File: src/rtl/gate_sweep_ctrl.sv
// Sweeps all four 2-input vectors through N_IMPL gate implementations and
// counts mismatches against the golden function chosen by i_op.
module gate_sweep_ctrl #(
    parameter int HOLD_CYCLES = 2,
    parameter int N_IMPL      = 3
) (
    input  logic                  i_clk,
    input  logic                  i_rst,
    input  logic                  i_start,
    input  logic [1:0]            i_op,
    output logic                  o_a,
    output logic                  o_b,
    input  logic [N_IMPL-1:0]     i_dut_out,
    output logic                  o_busy,
    output logic                  o_done,
    output logic                  o_pass,
    output logic [3*N_IMPL-1:0]   o_err_cnt,
    output logic [1:0]            o_first_fail,
    output logic                  o_fail_valid
);

    typedef enum logic [1:0] {S_IDLE, S_SETTLE, S_CHECK, S_DONE} state_t;

    localparam logic [3:0] HOLD_LAST = 4'(HOLD_CYCLES - 1);

    state_t                r_state;
    state_t                w_next;
    logic [1:0]            r_vec;
    logic [1:0]            r_op;
    logic [3:0]            r_hold;
    logic [3*N_IMPL-1:0]   r_err;
    logic [1:0]            r_first;
    logic                  r_fvalid;

    logic                  w_start_ok;
    logic                  w_golden;
    logic [N_IMPL-1:0]     w_mis;
    logic [3*N_IMPL-1:0]   w_err_next;

    assign w_start_ok = i_start && (r_state == S_IDLE || r_state == S_DONE);

    always_comb begin
        w_golden = 1'b0;
        case (r_op)
            2'b00:   w_golden = ~(r_vec[1] | r_vec[0]);
            2'b01:   w_golden = ~(r_vec[1] ^ r_vec[0]);
            2'b10:   w_golden = ~(r_vec[1] & r_vec[0]);
            default: w_golden =   r_vec[1] ^ r_vec[0];
        endcase
    end

    assign w_mis = i_dut_out ^ {N_IMPL{w_golden}};

    // Per-implementation counters saturate at 7 so a bad part never wraps to "clean".
    for (genvar gi = 0; gi < N_IMPL; gi++) begin : g_err
        assign w_err_next[3*gi +: 3] = (w_mis[gi] && r_err[3*gi +: 3] != 3'd7)
                                     ? r_err[3*gi +: 3] + 3'd1
                                     : r_err[3*gi +: 3];
    end

    always_ff @(posedge i_clk or posedge i_rst) begin
        if (i_rst) r_state <= S_IDLE;
        else       r_state <= w_next;
    end

    always_comb begin
        w_next = r_state;
        case (r_state)
            S_IDLE, S_DONE: if (i_start) w_next = S_SETTLE;
            S_SETTLE:       if (r_hold == HOLD_LAST) w_next = S_CHECK;
            S_CHECK:        w_next = (r_vec == 2'd3) ? S_DONE : S_SETTLE;
            default:        w_next = S_IDLE;
        endcase
    end

    always_ff @(posedge i_clk or posedge i_rst) begin
        if (i_rst) begin
            r_vec    <= '0;
            r_op     <= '0;
            r_hold   <= '0;
            r_err    <= '0;
            r_first  <= '0;
            r_fvalid <= 1'b0;
        end else if (w_start_ok) begin
            r_op     <= i_op;
            r_vec    <= '0;
            r_hold   <= '0;
            r_err    <= '0;
            r_first  <= '0;
            r_fvalid <= 1'b0;
        end else if (r_state == S_SETTLE) begin
            r_hold <= r_hold + 4'd1;
        end else if (r_state == S_CHECK) begin
            r_err <= w_err_next;
            if (|w_mis && !r_fvalid) begin
                r_first  <= r_vec;
                r_fvalid <= 1'b1;
            end
            // Last vector stays on a/b through DONE.
            if (r_vec != 2'd3) begin
                r_vec  <= r_vec + 2'd1;
                r_hold <= '0;
            end
        end
    end

    always_comb begin
        o_busy = (r_state == S_SETTLE) || (r_state == S_CHECK);
        o_done = (r_state == S_DONE);
        o_pass = (r_state == S_DONE) && (r_err == '0);
    end

    assign o_a          = r_vec[1];
    assign o_b          = r_vec[0];
    assign o_err_cnt    = r_err;
    assign o_first_fail = r_first;
    assign o_fail_valid = r_fvalid;

endmodule

File: config.mk
export PLATFORM = sky130hd
export DESIGN_NAME = gate_sweep_ctrl
export DESIGN_NICKNAME = d
export VERILOG_FILES = /design/src/rtl/gate_sweep_ctrl.sv
export SDC_FILE = /design/constraint.sdc
export NUM_CORES = 1
export LEC_CHECK = 0
export BUFFER_PORTS_ARGS = -buffer_cell sky130_fd_sc_hd__buf_4
export CAP_MARGIN = 5
export CORE_MARGIN = 2
export CORE_UTILIZATION = 30
export CTS_BUF_LIST = sky130_fd_sc_hd__clkbuf_8
export DETAILED_ROUTE_END_ITERATION = 8
export GPL_ROUTABILITY_DRIVEN = 0
export HOLD_SLACK_MARGIN = 0.03
export PLACE_DENSITY = 0.53
export SLEW_MARGIN = 20
export SYNTH_ARGS = -nofsm -noshare
export SYNTH_HDL_FRONTEND = slang
export SYNTH_SLANG_ARGS = --single-unit
File: constraint.sdc
create_clock -name i_clk -period 2 [get_ports i_clk]
set_input_delay 0.4 -clock i_clk [delete_from_list [all_inputs] [get_ports i_clk]]
set_output_delay 0.4 -clock i_clk [all_outputs]
set_load 0.01 [all_outputs]
==> results of run 1 <==
## power groups by stage
stage | registers [mW] | clock network [mW] | logic (mW)
after global routing | 0.753 | 0.362 | 1.56
final | 0.725 | 0.330 | 1.37
after CTS | 0.724 | 0.344 | 1.34
after floorplan | 0.736 | 0 | 0.843
after global placement | 0.726 | 0 | 1.30
after detailed placement | 0.728 | 0 | 1.32
## cells by family (layout without fill, tap and decap cells)
logic type | count (synthesis) | in the layout
adders and majority gates | 16 | 16
buffers and inverters | 24 | 57
muxes | 13 | 13
and+or+nand+nor | 63 | 63
DFF | 22 | 22
AOI/OAI and AO/OA | 22 | 22
## critical path, delay by kind of cell, from the launching register on
| family | cells | cell delay, ns |
|---|---|---|
| buffers and inverters | 2 | 0.22 |
| adders and majority gates | 1 | 0.14 |
| DFF | 1 | 0.40 |
| and+or+nand+nor | 2 | 0.59 |
## cell usage after synthesis, drive strengths merged (5+ instances only)
library cell / instances / area, um^2
clkbuf: 6 / 22.5
dfrtp: 22 / 551
ha: 16 / 200
inv: 18 / 67.6
mux2: 6 / 67.6
mux2i: 7 / 70.1
nand2: 24 / 90.1
nand2b: 5 / 31.3
nor2: 6 / 22.5
nor2b: 5 / 31.3
o21ai: 5 / 25.0
o22ai: 9 / 56.3
## registers in the layout, summed over array words and instances, names as in the netlist
| register | flops |
|---|---|
| o_err_cnt | 9 |
| o_fail_valid | 1 |
| r_state | 2 |
| o_first_fail | 2 |
| r_op | 2 |
| r_vec | 2 |
| r_hold | 4 |
## layout make-up
cell class	count	area, um^2
clock buffer	4	55.1
fill	483	2830
inverter	18	67.6
multi-input combinational	114	863
sequential	22	551
tap	54	67.6
timing repair buffer	35	263
## worst min path at each step
stage,startpoint,endpoint,slack [ns],cells after the start
after floorplan,i_rst,o_err_cnt[0]$_DFFE_PP0P_,0.39,1
after global placement,i_rst,r_state[1]$_DFFE_PP0P_,0.47,3
after detailed placement,i_rst,r_state[1]$_DFFE_PP0P_,0.47,3
after CTS,i_rst,o_err_cnt[2]$_DFFE_PP0P_,0.18,3
after global routing,i_rst,o_err_cnt[2]$_DFFE_PP0P_,0.19,3
final,i_rst,o_err_cnt[2]$_DFFE_PP0P_,0.17,3
## routing by layer
metal	global-route usage [%]	vias up	share of wire [%]
met5	0	-	0
met4	1.21	0	0
met3	4.53	0	6.7
met2	20.5	28	44
met1	18.6	582	49
li1	-	616	-
## repair_timing
item	in CTS	in global routing
pin swaps	1	4
endpoints found under the hold margin	0	0
gates resized for setup	2	8
setup buffers	0	0
endpoints found under the setup margin	1	12
==> impl_metrics.toml, run 1 <==
[synth]
yosys.area_share.simple_pct = 23.0
async_flop_share_pct = 100
synth_compound_area_share_pct = 9.79
synth_area_mm2 = 0.00146
avgSynthCellArea_um2 = 9.10
synthAdderAreaFrac_pct = 13.7
netlist_instances = 160
yosysWarnings = 0
synth_cell_types = 30
ys_ff_latch = 22
synth_top_flop_cell = "dfrtp_1"
synth_top_family_by_area = "simple AND/OR/NAND/NOR gates"
synth_edf_count = 0
muxShareOfSynthArea_pct = 9.45
synthXorXnorAreaFrac_pct = 0
seq_area_frac_synth_pct = 37.8
syn_nets = 184

[die]
core_area_mm2 = 0.00469
initial_core_util_pct = 31.0
dieArea_mm2 = 0.00543
fp.dieW_um = 73.7
io_pins = 25
row_count = 25
die_h_um = 73.7

[placement]
io_buffers = 24
placed_cells = 243
post-place-ws_ns = 0.0438
hpwl_um = 2470
post_dp_cell_area_mm2 = 0.00176

[worst_setup_path]
cp.required_ns = 1.60
timing.critical_path.to = "o_pass"
critical_path_arrival_ns = 1.62
worstReg2RegStart = "r_vec[1]$_DFFE_PP0P_"
reg2reg_slack_ns = 0.10
cp-start-kind = "flop"
ff2ff_path_depth = 7
path_class = "flop to primary output"
path_max_fanout = 2
max_stage_delay_ns = 0.45
cp_cell_sequence = "inv_1 -> ha_1 -> or4b_4 -> nor4_2 -> buf_4"
crit-reg2reg-capture = "o_first_fail[1]$_DFFE_PP0P_"
slowest_stage = "or4b_4"
cp-end-kind = "primary output"
cp-startpoint = "o_err_cnt[6]$_DFFE_PP0P_"

[sta]
period_minus_slack_ns = 2.02
drv_slew = 0
grt_setup_unrepaired = "true"
hold_violations = 0
max_freq_mhz = 496
tns_ns = -0.0153
timing.hold.ws_ns = 0.170
fin_skew_ns = 0.00301
finalWorstSetupSlack_ns = -0.0153
finalCritPeriodShare_pct = 101
slew_headroom_pct = 72.8
worst_pin_slew_ns = 0.408
final-setup-viol-count = 1

[power]
power_density_mw_per_mm2 = 1300
comb_power_share_pct = 56.5
seqPwrFrac_pct = 29.9
p_leak_nw = 0.891
p_sw_mw = 1.05
power_mw = 2.43
cell_internal_pwr_mw = 1.38
p_sw_share_pct = 43.2
ir_drop_mv = 0.421
power_frac_clock_pct = 13.6

[clocking]
clockBufferDepth = 2
clock_latency_ns = 0.26
cts_tree = "yes"
path_clk_slew_ns = 0.09
cts_buffers = 3
hold_buffers = 0
htree_levels = 1
clock-root-buffer = "clkbuf_8"
cts_sinks = 22

[drt]
drtPass1Iterations = 4
drt_iter0_drc = 88
ant_nets = 0
drt-total-wl_um = 3220
drcViolationCount = 0
routed_via_density = 4.96
wl_per_cell_um = 13.0
routed-via-count = 1226

[worst_hold_path]
hold_class = "input port to asynchronous set/reset pin"

[run_status]
failed_checks = "negative setup slack"
status = "finished, violations left"

[finish]
final_util_pct = 39.8
nNetsFinal = 218
diodes = 0
mostFrequentLayoutCell = "buf_4"
finalNonFillerCells = 247
syn_to_final_growth_pct = 28.2
final_area_mm2 = 0.00187
drive_above_1_share_pct = 28.5
layout_common_cells = "buf_4 (35), nand2_1 (23), dfrtp_1 (22)"

[global_routing]
grt_pass1_vias = 1172
grt_pass1_wl_um = 5560
grt_max_degree = 28
grt.total_usage_pct = 13.2
overflow = 0
antenna_found_initial = 0

[flow_run]
cap_violations = 0
Power figures use the tool's default switching activity.
==> run 2, diff against run 1 <==
--- a/config.mk
+++ b/config.mk
@@ -13,7 +13,7 @@
 export DETAILED_ROUTE_END_ITERATION = 8
 export GPL_ROUTABILITY_DRIVEN = 0
 export HOLD_SLACK_MARGIN = 0.03
-export PLACE_DENSITY = 0.53
+export PLACE_DENSITY_LB_ADDON = 0.05
 export SLEW_MARGIN = 20
 export SYNTH_ARGS = -nofsm -noshare
 export SYNTH_HDL_FRONTEND = slang
==> impl_metrics.toml, run 2 (same netlist as run 1, synthesis figures left out) <==
[clocking]
path_clk_slew_ns = 0.09
cts_sinks = 22
clock-root-buffer = "clkbuf_8"
cts_buffers = 3
htree_levels = 1
cts_tree = "yes"
clock_latency_ns = 0.27
clockBufferDepth = 2

[worst_setup_path]
cp.required_ns = 1.60
reg2reg_slack_ns = 0.11
cp_cell_sequence = "inv_1 -> ha_1 -> or4b_4 -> nor4_4 -> buf_4"
worst-path-buf-inv = 2
cp-start-kind = "flop"
cp-end-kind = "primary output"
path_class = "flop to primary output"
slowest_stage = "or4b_4"
cp_top_family = "simple AND/OR/NAND/NOR gates"
path_max_fanout = 2
max_stage_delay_ns = 0.47
critical_path_arrival_ns = 1.62

[finish]
mostFrequentLayoutCell = "buf_4"
layout_common_cells = "buf_4 (34), nand2_1 (23), dfrtp_1 (22)"
fillers = 483
nNetsFinal = 217
drive_above_1_share_pct = 29.2
syn_to_final_growth_pct = 28.1
largest_reg_flops = 9
final_util_pct = 39.8
diodes = 0

[power]
p_sw_mw = 1.05
power_density_mw_per_mm2 = 1300
cell_internal_pwr_mw = 1.38
seqPwrFrac_pct = 29.7
ir_drop_mv = 0.404
p_sw_share_pct = 43.0
comb_power_share_pct = 56.7
power_frac_clock_pct = 13.6
p_leak_nw = 0.888

[die]
fp.dieW_um = 73.7
io_pins = 25
initial_core_util_pct = 31.0
die_h_um = 73.7
dieArea_mm2 = 0.00543
core_area_mm2 = 0.00469
row_count = 25

[flow_run]
cap_violations = 0

[sta]
fin_skew_ns = 0.0123
grt_setup_unrepaired = "true"
finalCritPeriodShare_pct = 101
slew_headroom_pct = 78.1
hold_violations = 0
worst_pin_slew_ns = 0.329
period_minus_slack_ns = 2.02
timing.hold.ws_ns = 0.166
max_freq_mhz = 494
drv_slew = 0
final-setup-viol-count = 1
finalWorstSetupSlack_ns = -0.0230

[global_routing]
use_met3_pct = 2.61
grt_busiest_layer = "met2"
grt.total_usage_pct = 13.7
overflow = 0
grt_max_degree = 23
use_met1_pct = 16.8
grt_pass1_vias = 1235
antenna_found_initial = 0
grt_pass1_wl_um = 5710
use_met2_pct = 24.2

[drt]
drtPass1Iterations = 4
ant_nets = 0
drt_iter0_drc = 52
routed_via_density = 4.93
routed-via-count = 1213
drcViolationCount = 0
drt-total-wl_um = 3340
wl_per_cell_um = 13.6

[placement]
io_buffers = 24
hpwl_um = 2490

[worst_hold_path]
hold_class = "input port to asynchronous set/reset pin"

[run_status]
failed_checks = "negative setup slack"
status = "finished, violations left"
## run 2: per-layer routing
layer / share of wire (%) / vias to the layer above
li1: - / 617
met2: 50 / 16
met1: 46 / 578
met5: 0 / -
met4: 0.75 / 0
met3: 3.1 / 2
## run 2: worst paths after layout
kind                                        startpoint                          end  cells after the start
setup / recovery              o_err_cnt[6]$_DFFE_PP0P_                       o_pass                      5
hold / removal                                   i_rst       r_state[0]$_DFFE_PP0P_                      3
setup reg to reg                  r_vec[1]$_DFFE_PP0P_  o_first_fail[1]$_DFFE_PP0P_                      7
hold reg to reg            o_first_fail[0]$_DFFE_PP0P_  o_first_fail[0]$_DFFE_PP0P_                      2
max in group asynchronous                        i_rst         r_vec[1]$_DFFE_PP0P_                      3
min in group i_clk                             i_op[1]          r_op[1]$_DFFE_PP0P_                      3
## run 2: power groups by stage
| stage | clock network [mW] | logic, mW | registers (mW) |
|---|---|---|---|
| 3_3_place_gp | 0 | 1.26 | 0.723 |
| 6_report | 0.330 | 1.38 | 0.722 |
| 5_1_grt | 0.356 | 1.56 | 0.752 |
| 2_1_floorplan | 0 | 0.843 | 0.736 |
| 4_1_cts | 0.344 | 1.32 | 0.724 |
| 3_5_place_dp | 0 | 1.28 | 0.734 |
## run 2: per-stage QoR
step	std cells	cell area [um^2]	setup TNS, ns	total power, mW	setup WS, ns
after floorplan	160	1460	0	1.58	0.0429
after global placement	239	1730	0	1.99	0.0630
after detailed placement	239	1730	-0.0162	2.01	-0.0105
after CTS	245	1810	-0.117	2.39	-0.117
after global routing	246	1870	-0.0887	2.66	-0.0887
final	246	1870	-0.0230	2.43	-0.0230
## run 2: tightest hold or removal path, cell delays in order
cell and delay [ns]:
buf_4 0.11, inv_1 0.04, buf_4 0.29
## run 2: area by class of cell
type	instances	area [um^2]	area share (%)
flip-flops and latches	22	551	29.5
well taps	54	67.6	3.62
multi-input cells	114	870	46.6
clock buffers	4	55.1	2.95
inverters	18	67.6	3.62
repair buffers	34	255	13.7
## run 2: repair_timing
| action | CTS | global route |
|---|---|---|
| pin swaps | 1 | 3 |
| setup endpoints to repair | 9 | 13 |
| cloned | 0 | 0 |
| resized for setup | 2 | 10 |
| setup buffers | 2 | 1 |
| hold buffers | 0 | 0 |
==> run 3, diff against run 2 <==
--- a/config.mk
+++ b/config.mk
@@ -8,12 +8,13 @@
 export BUFFER_PORTS_ARGS = -buffer_cell sky130_fd_sc_hd__buf_4
 export CAP_MARGIN = 5
 export CORE_MARGIN = 2
-export CORE_UTILIZATION = 30
+export CORE_UTILIZATION = 58
 export CTS_BUF_LIST = sky130_fd_sc_hd__clkbuf_8
 export DETAILED_ROUTE_END_ITERATION = 8
 export GPL_ROUTABILITY_DRIVEN = 0
 export HOLD_SLACK_MARGIN = 0.03
 export PLACE_DENSITY_LB_ADDON = 0.05
+export RECOVER_POWER = 50
 export SLEW_MARGIN = 20
 export SYNTH_ARGS = -nofsm -noshare
 export SYNTH_HDL_FRONTEND = slang
==> impl_metrics.toml, run 3 (same netlist as run 1, synthesis figures left out) <==
[run_status]
status = "finished clean"

[worst_setup_path]
cp-startpoint = "o_err_cnt[6]$_DFFE_PP0P_"
cp-end-kind = "primary output"
path_max_fanout = 2
path_class = "flop to primary output"
cp.required_ns = 1.60
cp-start-kind = "flop"
critical_path_arrival_ns = 1.59
worstReg2RegStart = "r_vec[1]$_DFFE_PP0P_"

[sta]
fin_skew_ns = 0.00380
max_freq_mhz = 503
period_minus_slack_ns = 1.99
final-setup-viol-count = 0
drv_slew = 0
grt_setup_unrepaired = "true"
worst_pin_slew_ns = 1.22
timing.hold.ws_ns = 0.339
finalCritPeriodShare_pct = 99.5
slew_headroom_pct = 18.7
hold_violations = 0

[global_routing]
grt_max_degree = 28
antenna_found_initial = 0
grt.total_usage_pct = 23.4
overflow = 0
grt_pass1_wl_um = 5000
grt_pass1_vias = 1140

[clocking]
hold_buffers = 0
cts_buffers = 3
cts_tree = "yes"
htree_levels = 1
cts_sinks = 22
clockBufferDepth = 2
path_clk_slew_ns = 0.08
clock_latency_ns = 0.26
clock-root-buffer = "clkbuf_8"

[drt]
drt_iter0_drc = 15
drt-total-wl_um = 3050
ant_nets = 0
wl_per_cell_um = 13.9
routed-via-count = 1236
routed_via_density = 5.62
drtPass1Iterations = 4
drcViolationCount = 0

[power]
power_frac_clock_pct = 13.0
p_sw_mw = 1.05
p_leak_nw = 0.846
comb_power_share_pct = 57.5
ir_drop_mv = 0.884
power_mw = 2.44
cell_internal_pwr_mw = 1.38
p_sw_share_pct = 43.3
power_density_mw_per_mm2 = 1340
seqPwrFrac_pct = 29.5

[finish]
layout_common_cells = "nand2_1 (23), buf_4 (22), dfrtp_1 (22)"
register_area_um2 = 551
finalNonFillerCells = 220
drive_above_1_share_pct = 23.7
multi_input_area_um2 = 887
largest_reg_flops = 9
mostFrequentLayoutCell = "nand2_1"
diodes = 0
fillers = 191
nNetsFinal = 215
syn_to_final_growth_pct = 25.0

[worst_hold_path]
min_from = "i_op[1]"
hold_class = "input port to flop"

[placement]
hpwl_um = 2210
io_buffers = 24
placed_cells = 215

[die]
row_count = 18
fp.dieW_um = 54.1
die_h_um = 54.1
io_pins = 25
initial_core_util_pct = 59.9
core_area_mm2 = 0.00243
dieArea_mm2 = 0.00293

[flow_run]
cap_violations = 0
-- run 3: layout make-up --
cell class | count | share of cell area, %
multi-input cells | 114 | 48.7
flip-flops and latches | 22 | 30.2
repair buffers | 32 | 12.2
inverters | 18 | 3.71
clock buffers | 4 | 3.02
well taps | 30 | 2.06
-- run 3: worst paths after layout --
| check | slack (ns) | cells past startpoint | endpoint |
|---|---|---|---|
| max | 0.01 | 5 | o_pass |
| min | 0.34 | 3 | r_op[1]$_DFFE_PP0P_ |
| max reg2reg | 0.08 | 7 | o_first_fail[1]$_DFFE_PP0P_ |
| min reg2reg | 0.55 | 2 | o_first_fail[0]$_DFFE_PP0P_ |
| max in group asynchronous | 0.75 | 3 | o_err_cnt[4]$_DFFE_PP0P_ |
| min in group asynchronous | 0.53 | 3 | r_hold[2]$_DFFE_PP0P_ |
-- run 3: what timing repair did --
| action | in CTS | in global routing |
|---|---|---|
| pin swaps | 1 | 3 |
| setup endpoints to repair | 1 | 12 |
| buffers inserted | 1 | 0 |
| resized for setup | 2 | 10 |
-- run 3: critical path: stages (launching register included) --
cell     delay (ns)
dfrtp_1        0.39
inv_1          0.06
ha_1           0.13
or4b_4         0.47
nor4_4         0.13
buf_4          0.15
-- run 3: routing by layer --
layer | up-vias | part of all wire (%) | global-route usage [%]
met5 | - | 0 | 0
met4 | 0 | 0.82 | 6.25
met3 | 4 | 2.8 | 3.06
met2 | 19 | 51 | 41.9
met1 | 604 | 45 | 29.5
li1 | 609 | - | -
-- run 3: power groups by stage --
stage / Clock [mW] / Sequential [mW] / Combinational, mW
6_report: 0.316 / 0.719 / 1.40
2_1_floorplan: 0 / 0.736 / 0.843
5_1_grt: 0.343 / 0.735 / 1.58
4_1_cts: 0.322 / 0.713 / 1.36
3_3_place_gp: 0 / 0.713 / 1.26
3_5_place_dp: 0 / 0.725 / 1.31
-- run 3: per-stage QoR --
| stage | TNS, ns | cell area, um^2 | util [%] | setup slack, ns |
|---|---|---|---|---|
| floorplan | 0 | 1460 | - | 0.0429 |
| global placement | 0 | 1720 | 70.6 | 0.100 |
| detailed placement | 0 | 1720 | 70.6 | 0.0411 |
| CTS | -0.0731 | 1790 | 73.6 | -0.0731 |
| global route | -0.0856 | 1820 | 74.8 | -0.0750 |
| finish | 0 | 1820 | 74.8 | 0.0110 |
